<file path="src/rtl/cva6_irq_sequencer.sv">
// rtl/cva6_irq_sequencer.sv - synchronise, edge-detect and latch CVA6 interrupt lines
// Pending ext/ipi/timer bits are cleared through a two-cycle valid/ready clear FSM.
module cva6_irq_sequencer #(
  parameter int unsigned NR_CORES    = 1,
  parameter int unsigned SYNC_STAGES = 2,
  parameter int unsigned DBG_HOLD    = 16,
  localparam int unsigned CW = (NR_CORES > 1) ? $clog2(NR_CORES) : 1
) (
  input  logic                  aclk,
  input  logic                  aresetn,
  input  logic [2*NR_CORES-1:0] irqs_in,
  input  logic [NR_CORES-1:0]   ipi_in,
  input  logic [NR_CORES-1:0]   timer_irq_i,
  input  logic [NR_CORES-1:0]   debug_req_irq,
  input  logic                  clr_valid_i,
  output logic                  clr_ready_o,
  input  logic [1:0]            clr_src_i,
  input  logic [CW-1:0]         clr_core_i,
  output logic                  clr_done_o,
  output logic                  clr_err_o,
  output logic [2*NR_CORES-1:0] irq_o,
  output logic [NR_CORES-1:0]   ipi_o,
  output logic [NR_CORES-1:0]   timer_irq_o,
  output logic [NR_CORES-1:0]   debug_req_o,
  output logic                  lost_o
);

  localparam int unsigned NP = 4 * NR_CORES;
  localparam int unsigned NI = 5 * NR_CORES;
  localparam logic [7:0] DBG_V = 8'(DBG_HOLD);

  typedef enum logic {
    S_IDLE,
    S_CLEAR
  } state_e;

  logic [NI-1:0]            raw;
  logic [NI-1:0]            sync_q [SYNC_STAGES];
  logic [NI-1:0]            sync_d [SYNC_STAGES];
  logic [NI-1:0]            hist_q, hist_d;
  logic [NI-1:0]            edge_q, edge_d;
  logic [SYNC_STAGES:0]     prime_q, prime_d;
  logic [NP-1:0]            pend_q, pend_d;
  logic [NP-1:0]            clr_mask;
  logic [NR_CORES-1:0][7:0] cnt_q, cnt_d;
  state_e                   state_q, state_d;
  logic [1:0]               src_q, src_d;
  logic [CW-1:0]            core_q, core_d;
  logic                     ready_en_q;
  logic                     lost_q, lost_d;
  logic                     in_range;
  int                       tgt;

  // Bit layout: ext [2N-1:0], ipi [3N-1:2N], timer [4N-1:3N], debug [5N-1:4N]
  assign raw = {debug_req_irq, timer_irq_i, ipi_in, irqs_in};

  // Edges are masked until the history flop holds a real sample, so lines
  // that are already high when reset releases do not fire.
  always_comb begin
    sync_d[0] = raw;
    for (int s = 1; s < SYNC_STAGES; s++) begin
      sync_d[s] = sync_q[s-1];
    end
    hist_d  = sync_q[SYNC_STAGES-1];
    prime_d = {prime_q[SYNC_STAGES-1:0], 1'b1};
    edge_d  = prime_q[SYNC_STAGES] ? (sync_q[SYNC_STAGES-1] & ~hist_q) : '0;
  end

  always_comb begin
    in_range = int'(core_q) < int'(NR_CORES);
    case (src_q)
      2'd0:    tgt = 2 * int'(core_q);
      2'd1:    tgt = 2 * int'(core_q) + 1;
      2'd2:    tgt = 2 * int'(NR_CORES) + int'(core_q);
      default: tgt = 3 * int'(NR_CORES) + int'(core_q);
    endcase
    clr_mask = '0;
    for (int i = 0; i < int'(NP); i++) begin
      clr_mask[i] = (state_q == S_CLEAR) && in_range && (i == tgt);
    end
    // A set in the clear cycle wins and is not counted as a lost edge.
    pend_d = edge_q[NP-1:0] | (pend_q & ~clr_mask);
    lost_d = lost_q | (|(edge_q[NP-1:0] & pend_q & ~clr_mask));
  end

  always_comb begin
    cnt_d = cnt_q;
    for (int c = 0; c < int'(NR_CORES); c++) begin
      if (edge_q[NP+c]) begin
        cnt_d[c] = DBG_V;
      end else if (cnt_q[c] != 8'd0) begin
        cnt_d[c] = cnt_q[c] - 8'd1;
      end
    end
  end

  always_comb begin
    state_d = state_q;
    src_d   = src_q;
    core_d  = core_q;
    case (state_q)
      S_IDLE: begin
        if (clr_valid_i && clr_ready_o) begin
          src_d   = clr_src_i;
          core_d  = clr_core_i;
          state_d = S_CLEAR;
        end
      end
      default: state_d = S_IDLE;
    endcase
  end

  always_ff @(posedge aclk or negedge aresetn) begin
    if (!aresetn) begin
      for (int s = 0; s < SYNC_STAGES; s++) begin
        sync_q[s] <= '0;
      end
      hist_q     <= '0;
      edge_q     <= '0;
      prime_q    <= '0;
      pend_q     <= '0;
      cnt_q      <= '0;
      state_q    <= S_IDLE;
      src_q      <= '0;
      core_q     <= '0;
      ready_en_q <= 1'b0;
      lost_q     <= 1'b0;
    end else begin
      for (int s = 0; s < SYNC_STAGES; s++) begin
        sync_q[s] <= sync_d[s];
      end
      hist_q     <= hist_d;
      edge_q     <= edge_d;
      prime_q    <= prime_d;
      pend_q     <= pend_d;
      cnt_q      <= cnt_d;
      state_q    <= state_d;
      src_q      <= src_d;
      core_q     <= core_d;
      ready_en_q <= 1'b1;
      lost_q     <= lost_d;
    end
  end

  always_comb begin
    for (int c = 0; c < int'(NR_CORES); c++) begin
      debug_req_o[c] = (cnt_q[c] != 8'd0);
    end
  end

  assign clr_ready_o = ready_en_q && (state_q == S_IDLE);
  assign clr_done_o  = (state_q == S_CLEAR);
  assign clr_err_o   = (state_q == S_CLEAR) && !in_range;
  assign irq_o       = pend_q[2*NR_CORES-1:0];
  assign ipi_o       = pend_q[3*NR_CORES-1:2*NR_CORES];
  assign timer_irq_o = pend_q[4*NR_CORES-1:3*NR_CORES];
  assign lost_o      = lost_q;

endmodule

</file>
<file path="config.mk">
export PLATFORM = sky130hd
export DESIGN_NAME = cva6_irq_sequencer
export DESIGN_NICKNAME = d
export VERILOG_FILES = /design/src/rtl/cva6_irq_sequencer.sv
export SDC_FILE = /design/constraint.sdc
export NUM_CORES = 1
export LEC_CHECK = 0
export ABC_CLOCK_PERIOD_IN_PS = 5600
export CAP_MARGIN = 20
export CORE_MARGIN = 2
export CORE_UTILIZATION = 56
export DETAILED_ROUTE_END_ITERATION = 7
export PLACE_DENSITY_LB_ADDON = 0.15
export SYNTH_ARGS = -nofsm -noshare
export SYNTH_HDL_FRONTEND = slang
export SYNTH_SLANG_ARGS = --single-unit
</file>
<file path="constraint.sdc">
create_clock -name aclk -period 5.6 [get_ports aclk]
set_input_delay 1.12 -clock aclk [delete_from_list [all_inputs] [get_ports aclk]]
set_output_delay 1.12 -clock aclk [all_outputs]
set_load 0.01 [all_outputs]
</file>
# Yosys cells after proc, flatten, opt, wreduce, memory -nomap -nowiden
# Index checks and enable logic that the tools add are counted.
[word_totals] reg_bits=41 inputBits=11 output_inout_bits=9 elab_cells=52
[classes] n_addsub=4 magnitude_cmp=1 eq_ne=5 mux=6 bitwise=9 reduce_logical=15
[ops] op="$eq 3x32->1 const A" count=2
[ops] op="$eq 2x32->1 const A" count=1
[ops] op="$logic_not 32->1" count=1
[ops] op="$mux 8" count=2
[ops] op="$and 4x4->4" count=3
[ops] op="$pmux 3 s3" count=1
[ops] op="$logic_and 1x1->1" count=8
[ops] op="$reduce_bool 8->1" count=1
[ops] op="$sub 8x1->8 const B" count=1
[ops] op="$add 2x1->3 const A" count=2
[ops] op="$and 5x5->5" count=1
[ops] op="$mux 5" count=1
[ops] op="$not 5->5" count=1
[ops] op="$not 4->4" count=1
[ops] op="$or 4x4->4" count=1
[ops] op="$reduce_or 4->1" count=1
[ops] op="$add 2x1->3 const B" count=1
[ops] op="$eq 2x1->1 const B" count=1
[ops] op="$eq 2x2->1 const B" count=1
[ops] op="$logic_not 2->1" count=1
[ops] op="$mux 1" count=2
[ops] op="$reduce_and 2->1" count=1
[ops] op="$reduce_bool 2->1" count=1
[ops] op="$logic_not 1->1" count=1
[ops] op="other kinds (3)" count=3

# Longest topological paths before layout
# Gate-level depths: netlist (run 1).
[logic_depth] depth_word=8 depth_mapped=6 depth_no_buf=6

# Worst setup path after synthesis (run 1)
# OpenSTA, ideal clock, no wires.
[synth_path] kind="reg-to-output" startpoint="register cnt_q[0] (netlist bit)" endpoint="output port debug_req_o" arrival_ns=1.477 required_ns=4.480 slack_ns=3.003 path_stages_with_launch=6 path_buffers=0 path_cell_list="dfrtp_1 inv_1 ha_1 nor4b_1 and2_1 inv_1"
[synth_between] elab_chain_len=1
[synth_rtl] element="from (decl)" line="45" text="logic [NR_CORES-1:0][7:0] cnt_q, cnt_d;"
[synth_rtl] element="from (signal assigned)" line="136" text="cnt_q <= cnt_d;"
[synth_rtl] element="$reduce_bool 8->1" line="147" text="debug_req_o[c] = (cnt_q[c] != 8'd0);"
[synth_rtl] element="to (decl)" line="24" text="output logic [NR_CORES-1:0] debug_req_o,"
# Every way passes these cells.

# Worst setup path in the final report (run 1)
[layout_path] startpoint="register cnt_q[1] (netlist bit)" endpoint="output port debug_req_o"
# The elaborated chain is that of the path after synthesis.

==> run_results.csv, run 1 <==
group,metric,value,unit
timing,setup_violations,0,
pwr,p_sw_frac,0.2744,
setup_path,startpoint,"cnt_q[1]$_DFFE_PN0P_",
setup_path,worst-setup-path-type,"reg2out",
clock_network,ctsResizeCount,0,
yosys,synthSimpleGateAreaFrac,0.1445,
setup_path,worst_setup_path_start_kind,"flop",
floorplan,die_h,54.67,um
setup_path,critical_path.slowest_cell,"nor4b_1",
floorplan,top_level_ports,20,
pwr,seq_power_share,0.515,
drt,detail_route.wl_per_cell,14.20,um
flow_run,max_cap_violations,0,
timing,clock_skew,7.370,ps
yosys,synth.yosys.seq_area_share,0.6963,
drt,first_iter_violations,12,
clock_network,cts.htree.levels,2,
yosys,synth.avg_cell_area,13.96,um^2
yosys,synth_warnings,0,
drt,vias,908,
floorplan,area_enclosed_by_the_die_boundary,2988,um^2
timing,setup_repair_after_global_routing_missed_its_margin,"false",
floorplan,rows,18,
yosys,synth_enable_flop_cells,0,
timing,final-max-slew-violation-count,0,
timing,achievable-frequency,261.4,MHz
yosys,dominantRegCellSynth,"dfrtp_1",
yosys,post_synth_instance_area,1438,um^2
setup_path,r2r-start,"cnt_q[1]$_DFFE_PN0P_",
drt,drt-vias-per-instance,5.711,
drt,finalWirelength,2.258,mm
setup_path,critical-path-max-stage-delay,790,ps
setup_path,cp_data_arrival_time,2710,ps
setup_path,cell_by_cell_listing_of_the_critical_path,"inv_1 -> ha_1 -> nor4b_1 -> and2_1 -> inv_1 -> clkdlybuf4s50_1",
global_route,grt_max_degree,41,
drt,firstDrtPassIters,2,
timing,layout_worst_path_cycle_share,0.6831,
drt,postRouteAntennaNets,0,
global_route,grt_overflow_total,0,
clock_network,cts_tree,"built",
clock_network,cell_chosen_for_the_clock_root,"clkbuf_4",
clock_network,cts.sink_count,40,
hold_path,worst_hold_path_type,"reg2reg",
setup_path,timing.critical_path.mode_cell,"inv_1",
run_status,status,"completed",
yosys,synth-async-reset-ratio,1.000,
global_route,grt_pass1_vias,890,
floorplan,fp.coreArea,2455,um^2
clock_network,numCtsBuffers,5,
global_route,initial_antenna_violation_count,0,
hold_path,hold_path_startpoint,"sync_d[3]$_DFF_PN0_",
yosys,synth_top_area_cell,"dfrtp_1",
place,io_buffer_count,19,
timing,slew_headroom,0.3531,
timing,final_hold_viol_count,0,
setup_path,worstSetupEndpointType,"output port",
clock_network,cts_setup_buffers,0,
layout,n_antenna_cell,0,
timing,finalCriticalPeriod,3825,ps
pwr,peakVddDrop,0.3257,mV
clock_network,clk_transition_reported_paths,110,ps
clock_network,cts_max_path_bufs,2,
drt,drcViolationCount,0,
setup_path,critical_path.top_delay_family,"simple AND/OR/NAND/NOR gates",
pwr,p_leak,0.7623,nW
pwr,cellPowerDensity,420.0,nW/um^2
setup_path,timing.critical_path.fanout_max,6,
yosys,yosysTopAreaCellShare,0.6963,
yosys,post_synth_inst_count,103,
yosys,synth_top_family_by_area,"simple AND/OR/NAND/NOR gates",
clock_network,cts-hold-fix-buffers,0,
setup_path,worstPathBufferInverterCount,3,
yosys,synth.area.top_cells,"dfrtp_1, and3b_1, mux2_2",
yosys,synth_compound_gate_area_share,0.1088,
yosys,post_synth_fa_ha_maj_area_fraction,0.008703,
place,gp_congestion,0.6503,
yosys,ys_types,36,
place,placedInstanceArea,1657,um^2
setup_path,cp_data_required_time,4480,ps
pwr,cellInternalPower,533.8,uW
floorplan,die_x,54.67,um
layout,nets,140,
pwr,clock_power_share,0.275,
global_route,grt_first_pass_wirelength,3.746,mm
floorplan,start_util,0.5856,
yosys,synth_xor_area_frac,0,
layout,finish.instance_area,1752,um^2
pwr,combPwrFrac,0.210,
global_route,track_usage,0.1832,
timing,worst_pin_slew,956.8,ps
layout,final_layout_size_suffix_gt1_frac,0.1163,
timing,timing.setup.tns,0,ps
place,dp_hpwl,1.664,mm
layout,flow.area_growth_from_synthesis,21.85,%
clock_network,clock_latency,320,ps
pwr,power_switching,201.9,uW
yosys,synth_seq_cells,40,
yosys,synthesis.nets,115,
layout,fillerInstances,182,
yosys,post_synth_mux_area_share,0.02350,
[layout make-up]
class                   instances  area, um^2  share of cell area
clock inverters                 1       30.03             0.01714
flip-flops and latches         40        1001              0.5714
repair buffers                 19       185.2              0.1057
multi-input cells              57       414.1              0.2364
clock buffers                   7       65.06             0.03714
inverters                       5       18.77             0.01071
well taps                      30       37.54             0.02143
[power by group through the flow]
| stage | sequential [mW] | combinational [mW] | clock [mW] |
|---|---|---|---|
| floorplan | 0.373 | 0.101 | 0 |
| global placement | 0.377 | 0.146 | 0 |
| finish | 0.379 | 0.154 | 0.202 |
| global route | 0.388 | 0.175 | 0.221 |
| detailed placement | 0.383 | 0.156 | 0 |
| CTS | 0.377 | 0.156 | 0.206 |
[through the flow]
| stage | setup WS, ps | util | power [mW] | hold WS [ps] | cells |
|---|---|---|---|---|---|
| after detailed placement | 2165 | 0.6748 | 0.5386 | 335.8 | 151 |
| after floorplan | 3003 | - | 0.4739 | 331.2 | 103 |
| final | 1775 | 0.7136 | 0.7357 | 357.9 | 159 |
| after CTS | 1789 | 0.7136 | 0.7398 | 361.9 | 159 |
| after global routing | 1560 | 0.7136 | 0.7832 | 374.1 | 159 |
| after global placement | 2419 | 0.6748 | 0.5225 | 333.0 | 151 |
[synth_stat cells, types with 2 or more instances]
cell	instances
dfrtp_1	40
a21oi_1	5
inv_1	5
and3b_1	4
o21ai_0	4
a21o_1	3
mux2_2	3
nand2b_1	3
o31ai_1	3
and2_1	2
nand2_1	2
nand3_1	2
nor2_1	2
o311ai_0	2
or4b_1	2
[kinds of logic after synthesis]
logic type,after synthesis
flip-flops,40
multiplexers,3
AND/OR/NAND/NOR,29
buffers and inverters,6
adder cells (fa/ha/maj),1
AO/OA/AOI/OAI,23
other,1
[layout by cell type (no fill, tap or decap), types with 2 or more instances in the layout]
cell / Yosys / routed
nand2b_1: 3 / 3
o31ai_1: 3 / 3
inv_1: 5 / 5
a21oi_1: 5 / 5
dfrtp_1: 40 / 40
nand2_1: 2 / 2
clkbuf_8: 0 / 2
clkbuf_4: 0 / 5
or4b_1: 2 / 2
and3b_1: 4 / 4
o21ai_0: 4 / 4
and2_1: 2 / 2
o311ai_0: 2 / 2
nor2_1: 2 / 2
mux2_2: 3 / 3
a21o_1: 3 / 3
nand3_1: 2 / 2
clkdlybuf4s50_1: 0 / 18
[worst paths after layout]
check	to	slack [ps]	depth (start not counted)
setup / recovery	debug_req_o	1770	6
max in group asynchronous	cnt_q[7]$_DFFE_PN0P_	4210	1
hold reg to reg	hist_d[3]$_DFF_PN0_	360	0
hold / removal	hist_d[3]$_DFF_PN0_	360	0
min in group asynchronous	src_q[1]$_DFFE_PN0P_	880	1
setup reg to reg	cnt_q[2]$_DFFE_PN0P_	3400	6
[flip-flops by register name (all words and copies together), names as in the netlist]
| signal | count |
|---|---|
| src_q | 2 |
| prime_q | 3 |
| lost_o | 1 |
| pend_q | 4 |
| clr_done_o | 1 |
| sync_d | 5 |
| cnt_q | 8 |
| core_q | 1 |
| hist_q | 5 |
| edge_q | 5 |
| hist_d | 5 |
[per-layer routing]
layer | global-route usage | vias up | routed length, um
li1 | - | 428 | -
met1 | 0.2202 | 461 | 1005
met2 | 0.2996 | 17 | 1153
met3 | 0.05191 | 2 | 82
met4 | 0.09167 | 0 | 15
met5 | 0 | - | 0
Note: power is estimated with default switching activity, not from simulation.
==> run 2, diff against run 1 <==
- ABC_CLOCK_PERIOD_IN_PS: 5600 -> 3700
- CORE_UTILIZATION: 56 -> 52
- clock period: 5.6 -> 3.7 ns (I/O delays scaled with it)
==> run_results.csv, run 2 (synthesized netlist as in run 1, its figures left out) <==
group,metric,value,unit
layout,layout_common_cells,"dfrtp_1, clkdlybuf4s50_1, inv_1, a21oi_1, clkbuf_4",
global_route,global_route.usage.met1,0.1978,
drt,finalWirelength,2.148,mm
timing,fin_worst_hold_slack,360.5,ps
global_route,track_usage,0.1600,
layout,fillerInstances,202,
timing,timing.setup.tns,0,ps
drt,firstDrtPassIters,3,
drt,first_iter_violations,17,
place,gp_congestion,0.7228,
setup_path,critical-path-max-stage-delay,470,ps
layout,largest_register_ff_count,8,
place,dp_slack,1145,ps
floorplan,start_util,0.5352,
timing,layout_worst_path_cycle_share,0.7961,
floorplan,rows,19,
layout,top_register,"cnt_q",
clock_network,cts_setup_buffers,0,
timing,clock_skew,4.066,ps
setup_path,timing.critical_path.mode_cell,"inv_1",
global_route,use_met2,0.2492,
setup_path,worst-r2r-cell-count,5,
setup_path,cp_data_arrival_time,2210,ps
floorplan,die_x,56.58,um
global_route,initial_antenna_violation_count,0,
pwr,p_leak,0.7511,nW
layout,flow.area_growth_from_synthesis,19.76,%
timing,slew_headroom,0.4407,
place,io_buffer_count,19,
layout,multi_input_area,414.1,um^2
setup_path,cell_by_cell_listing_of_the_critical_path,"inv_1 -> ha_1 -> nor4b_1 -> buf_4 -> and2_1 -> inv_1 -> clkdlybuf4s50_1",
setup_path,timing.rr.end,"cnt_q[6]$_DFFE_PN0P_",
global_route,grt_overflow_total,0,
setup_path,timing.critical_path.fanout_max,6,
clock_network,cts_tree,"built",
clock_network,ctsResizeCount,0,
timing,setup_violations,0,
timing,final_hold_viol_count,0,
drt,drcViolationCount,0,
clock_network,cts.htree.levels,2,
layout,final_cells,161,
clock_network,cts.sink_count,40,
timing,setup_repair_after_global_routing_missed_its_margin,"false",
global_route,grt_util_met3,0.06221,
timing,final.setup.worst_slack,754.5,ps
global_route,grt_max_degree,41,
clock_network,cell_chosen_for_the_clock_root,"clkbuf_4",
run_status,status,"completed",
setup_path,reg2reg_setup_slack,1800,ps
place,dp_hpwl,1.525,mm
clock_network,numCtsBuffers,5,
setup_path,worstSetupEndpointType,"output port",
drt,vias,888,
drt,postRouteAntennaNets,0,
setup_path,worst_setup_path_start_kind,"flop",
layout,layout.area.seq,1001,um^2
pwr,cellPowerDensity,590.1,nW/um^2
clock_network,clock_latency,340,ps
setup_path,worst-setup-path-type,"reg2out",
setup_path,worstPathBufferInverterCount,4,
hold_path,hold_depth,0,
clock_network,clk_transition_reported_paths,120,ps
hold_path,hold_path_startpoint,"sync_d[1]$_DFF_PN0_",
setup_path,r2r-start,"cnt_q[1]$_DFFE_PN0P_",
clock_network,cts_max_path_bufs,2,
flow_run,max_cap_violations,0,
setup_path,critical_path.top_delay_family,"buffers and inverters",
hold_path,worst_hold_endpoint,"hist_d[1]$_DFF_PN0_",
timing,achievable-frequency,339.5,MHz
drt,detail_route.wl_per_cell,13.34,um
timing,worst_pin_slew,838.9,ps
layout,nets,141,
floorplan,die_h,56.58,um
floorplan,top_level_ports,20,
floorplan,fp.coreArea,2686,um^2
clock_network,cts-hold-fix-buffers,0,
floorplan,area_enclosed_by_the_die_boundary,3201,um^2
layout,mostFrequentLayoutCell,"dfrtp_1",
drt,drt-vias-per-instance,5.516,
hold_path,worst_hold_path_type,"reg2reg",
setup_path,cp_data_required_time,2960,ps
setup_path,critical_path.slowest_cell,"clkdlybuf4s50_1",
global_route,gr-max-usage-layer,"met2",
place,place_inst,153,
timing,finalCriticalPeriod,2946,ps
layout,n_antenna_cell,0,
global_route,grt_pass1_vias,837,
pwr,peakVddDrop,0.4347,mV
timing,final-max-slew-violation-count,0,
global_route,grt_first_pass_wirelength,3.746,mm
layout,final_layout_size_suffix_gt1_frac,0.1231,
[run 2: changes by cell type in the layout (fill, tap and decap cells not counted), sizes merged]
| cell | before | now |
|---|---|---|
| buf | 1 | 2 |
| bufinv | 1 | 0 |
| clkbuf | 7 | 5 |
| clkinv | 0 | 3 |
[run 2: report_power, final]
part	switching, mW	internal, mW	total (mW)
sequential	0.0660	0.503	0.569
clock	0.139	0.0730	0.212
combinational	0.105	0.129	0.235
total	0.311	0.705	1.02
[run 2: worst max path at each step]
stage / start / cells after the start / end
detailed placement: cnt_q[1]$_DFFE_PN0P_ / 7 / debug_req_o
finish: cnt_q[1]$_DFFE_PN0P_ / 7 / debug_req_o
floorplan: cnt_q[0]$_DFFE_PN0P_ / 5 / debug_req_o
global route: cnt_q[1]$_DFFE_PN0P_ / 7 / debug_req_o
CTS: cnt_q[1]$_DFFE_PN0P_ / 7 / debug_req_o
global placement: cnt_q[0]$_DFFE_PN0P_ / 7 / debug_req_o
[run 2: stage by stage]
stage / util / area (um^2) / power (mW)
after floorplan: - / 1438 / 0.7173
after global placement: 0.6199 / 1665 / 0.7993
after detailed placement: 0.6199 / 1665 / 0.8132
after CTS: 0.6409 / 1722 / 1.029
after global routing: 0.6409 / 1722 / 1.084
final: 0.6409 / 1722 / 1.016
[run 2: metal layers]
layer	routed length, um	share of wire	vias to the layer above
li1	-	-	427
met1	991	0.46	438
met4	44	0.020	0
met5	0	0	-
met2	995	0.46	17
met3	117	0.054	6
[run 2: final cells by class]
class | instances | area share
Tap cell | 31 | 0.02253
Clock buffer | 5 | 0.02180
Inverter | 5 | 0.01090
Timing Repair Buffer | 20 | 0.1119
Clock inverter | 3 | 0.01090
Sequential cell | 40 | 0.5814
Multi-Input combinational cell | 57 | 0.2406
==> run 3, diff against run 2 <==
- ABC_CLOCK_PERIOD_IN_PS: 3700 -> 2780
- clock period: 3.7 -> 2.78 ns (I/O delays scaled with it)
==> run_results.csv, run 3 (synthesized netlist as in run 1, its figures left out) <==
group,metric,value,unit
timing,setup_repair_after_global_routing_missed_its_margin,"false",
place,dp_slack,434.2,ps
timing,final_hold_viol_count,0,
setup_path,timing.critical_path.fanout_max,5,
pwr,peakVddDrop,0.5594,mV
timing,finalCriticalPeriod,2621,ps
timing,worst_pin_slew,819.6,ps
pwr,cellPowerDensity,802.8,nW/um^2
drt,vias,899,
clock_network,cts_setup_buffers,0,
timing,timing.setup.tns,0,ps
layout,n_antenna_cell,0,
timing,final.setup.worst_slack,158.6,ps
layout,mostFrequentLayoutCell,"dfrtp_1",
global_route,grt_first_pass_wirelength,3.726,mm
clock_network,cts.sink_count,40,
global_route,grt_overflow_total,0,
clock_network,cts-hold-fix-buffers,0,
drt,finalWirelength,2.179,mm
floorplan,area_enclosed_by_the_die_boundary,3201,um^2
pwr,p_leak,0.7558,nW
layout,largest_register_ff_count,8,
timing,final-max-slew-violation-count,0,
layout,final_cells,162,
timing,setup_violations,0,
timing,achievable-frequency,381.5,MHz
layout,finish.instance_area,1754,um^2
floorplan,rows,19,
clock_network,clock_latency,330,ps
clock_network,clk_transition_reported_paths,110,ps
timing,layout_worst_path_cycle_share,0.9430,
global_route,track_usage,0.1566,
place,place_inst,154,
drt,postRouteAntennaNets,0,
clock_network,cts.htree.levels,2,
timing,fin_worst_hold_slack,304.0,ps
global_route,grt_max_degree,41,
setup_path,cp_data_arrival_time,2070,ps
drt,firstDrtPassIters,3,
clock_network,cts_max_path_bufs,2,
layout,fillerInstances,216,
setup_path,worst_setup_path_start_kind,"flop",
floorplan,top_level_ports,20,
layout,top_register,"cnt_q",
floorplan,fp.coreArea,2686,um^2
setup_path,reg2reg_setup_slack,830,ps
drt,drt-vias-per-instance,5.549,
place,dp_hpwl,1.562,mm
setup_path,cp_data_required_time,2220,ps
clock_network,ctsResizeCount,0,
place,gp_congestion,0.7205,
place,placedInstanceArea,1673,um^2
setup_path,worst-setup-path-type,"reg2out",
drt,detail_route.wl_per_cell,13.45,um
place,io_buffer_count,19,
layout,final_core_utilization,0.6530,
clock_network,numCtsBuffers,5,
timing,slew_headroom,0.4536,
drt,first_iter_violations,12,
clock_network,cell_chosen_for_the_clock_root,"clkbuf_4",
flow_run,max_cap_violations,0,
global_route,grt_pass1_vias,870,
floorplan,die_x,56.58,um
floorplan,die_h,56.58,um
timing,clock_skew,7.042,ps
pwr,totalPowerFinal,1.408,mW
drt,drcViolationCount,0,
layout,final_layout_size_suffix_gt1_frac,0.1374,
run_status,status,"completed",
layout,layout_common_cells,"dfrtp_1, clkdlybuf4s50_1, inv_1, a21oi_1, clkbuf_4",
layout,flow.area_growth_from_synthesis,22.02,%
setup_path,r2r-start,"cnt_q[0]$_DFFE_PN0P_",
setup_path,worst-r2r-cell-count,5,
setup_path,timing.rr.end,"cnt_q[6]$_DFFE_PN0P_",
setup_path,worstSetupEndpointType,"output port",
layout,nets,142,
clock_network,cts_tree,"built",
floorplan,start_util,0.5352,
global_route,initial_antenna_violation_count,0,
hold_path,worst_hold_path_type,"in2async",
[run 3: power by group]
group          internal (mW)  total, mW  switching, mW  leakage [nW]
clock network          0.123      0.300          0.177        0.0305
registers              0.669      0.768         0.0987         0.475
logic                  0.193      0.340          0.147         0.250
total                  0.986       1.41          0.423         0.756
[run 3: layer usage]
layer	vias up	GRT usage	part of all wire
li1	426	-	-
met1	445	0.1883	0.44
met2	20	0.2425	0.49
met3	8	0.05069	0.046
met4	0	0.09864	0.028
met5	-	0	0
[run 3: worst max-delay path: stages (launching register included)]
cell	delay (ps)
dfrtp_1	440
inv_1	80
ha_1	230
nor4b_4	240
and2_1	210
inv_1	70
clkdlybuf4s50_1	470
[run 3: how the worst max path moves through the flow]
stage | start | to | slack [ps] | cells past startpoint
after floorplan | cnt_q[0]$_DFFE_PN0P_ | debug_req_o | 750 | 5
after global placement | cnt_q[0]$_DFFE_PN0P_ | debug_req_o | 550 | 6
after detailed placement | cnt_q[0]$_DFFE_PN0P_ | debug_req_o | 430 | 6
after CTS | cnt_q[0]$_DFFE_PN0P_ | debug_req_o | 20 | 6
after global routing | cnt_q[0]$_DFFE_PN0P_ | debug_req_o | 9 | 6
final | cnt_q[0]$_DFFE_PN0P_ | debug_req_o | 160 | 6
[run 3: layout make-up]
class	count	area (um^2)	share of cell area
well taps	31	38.79	0.02211
inverters	5	18.77	0.01070
flip-flops and latches	40	1001	0.5706
repair buffers	21	200.2	0.1141
multi-input cells	57	429.2	0.2447
clock buffers	6	51.30	0.02924
clock inverters	2	15.01	0.008559
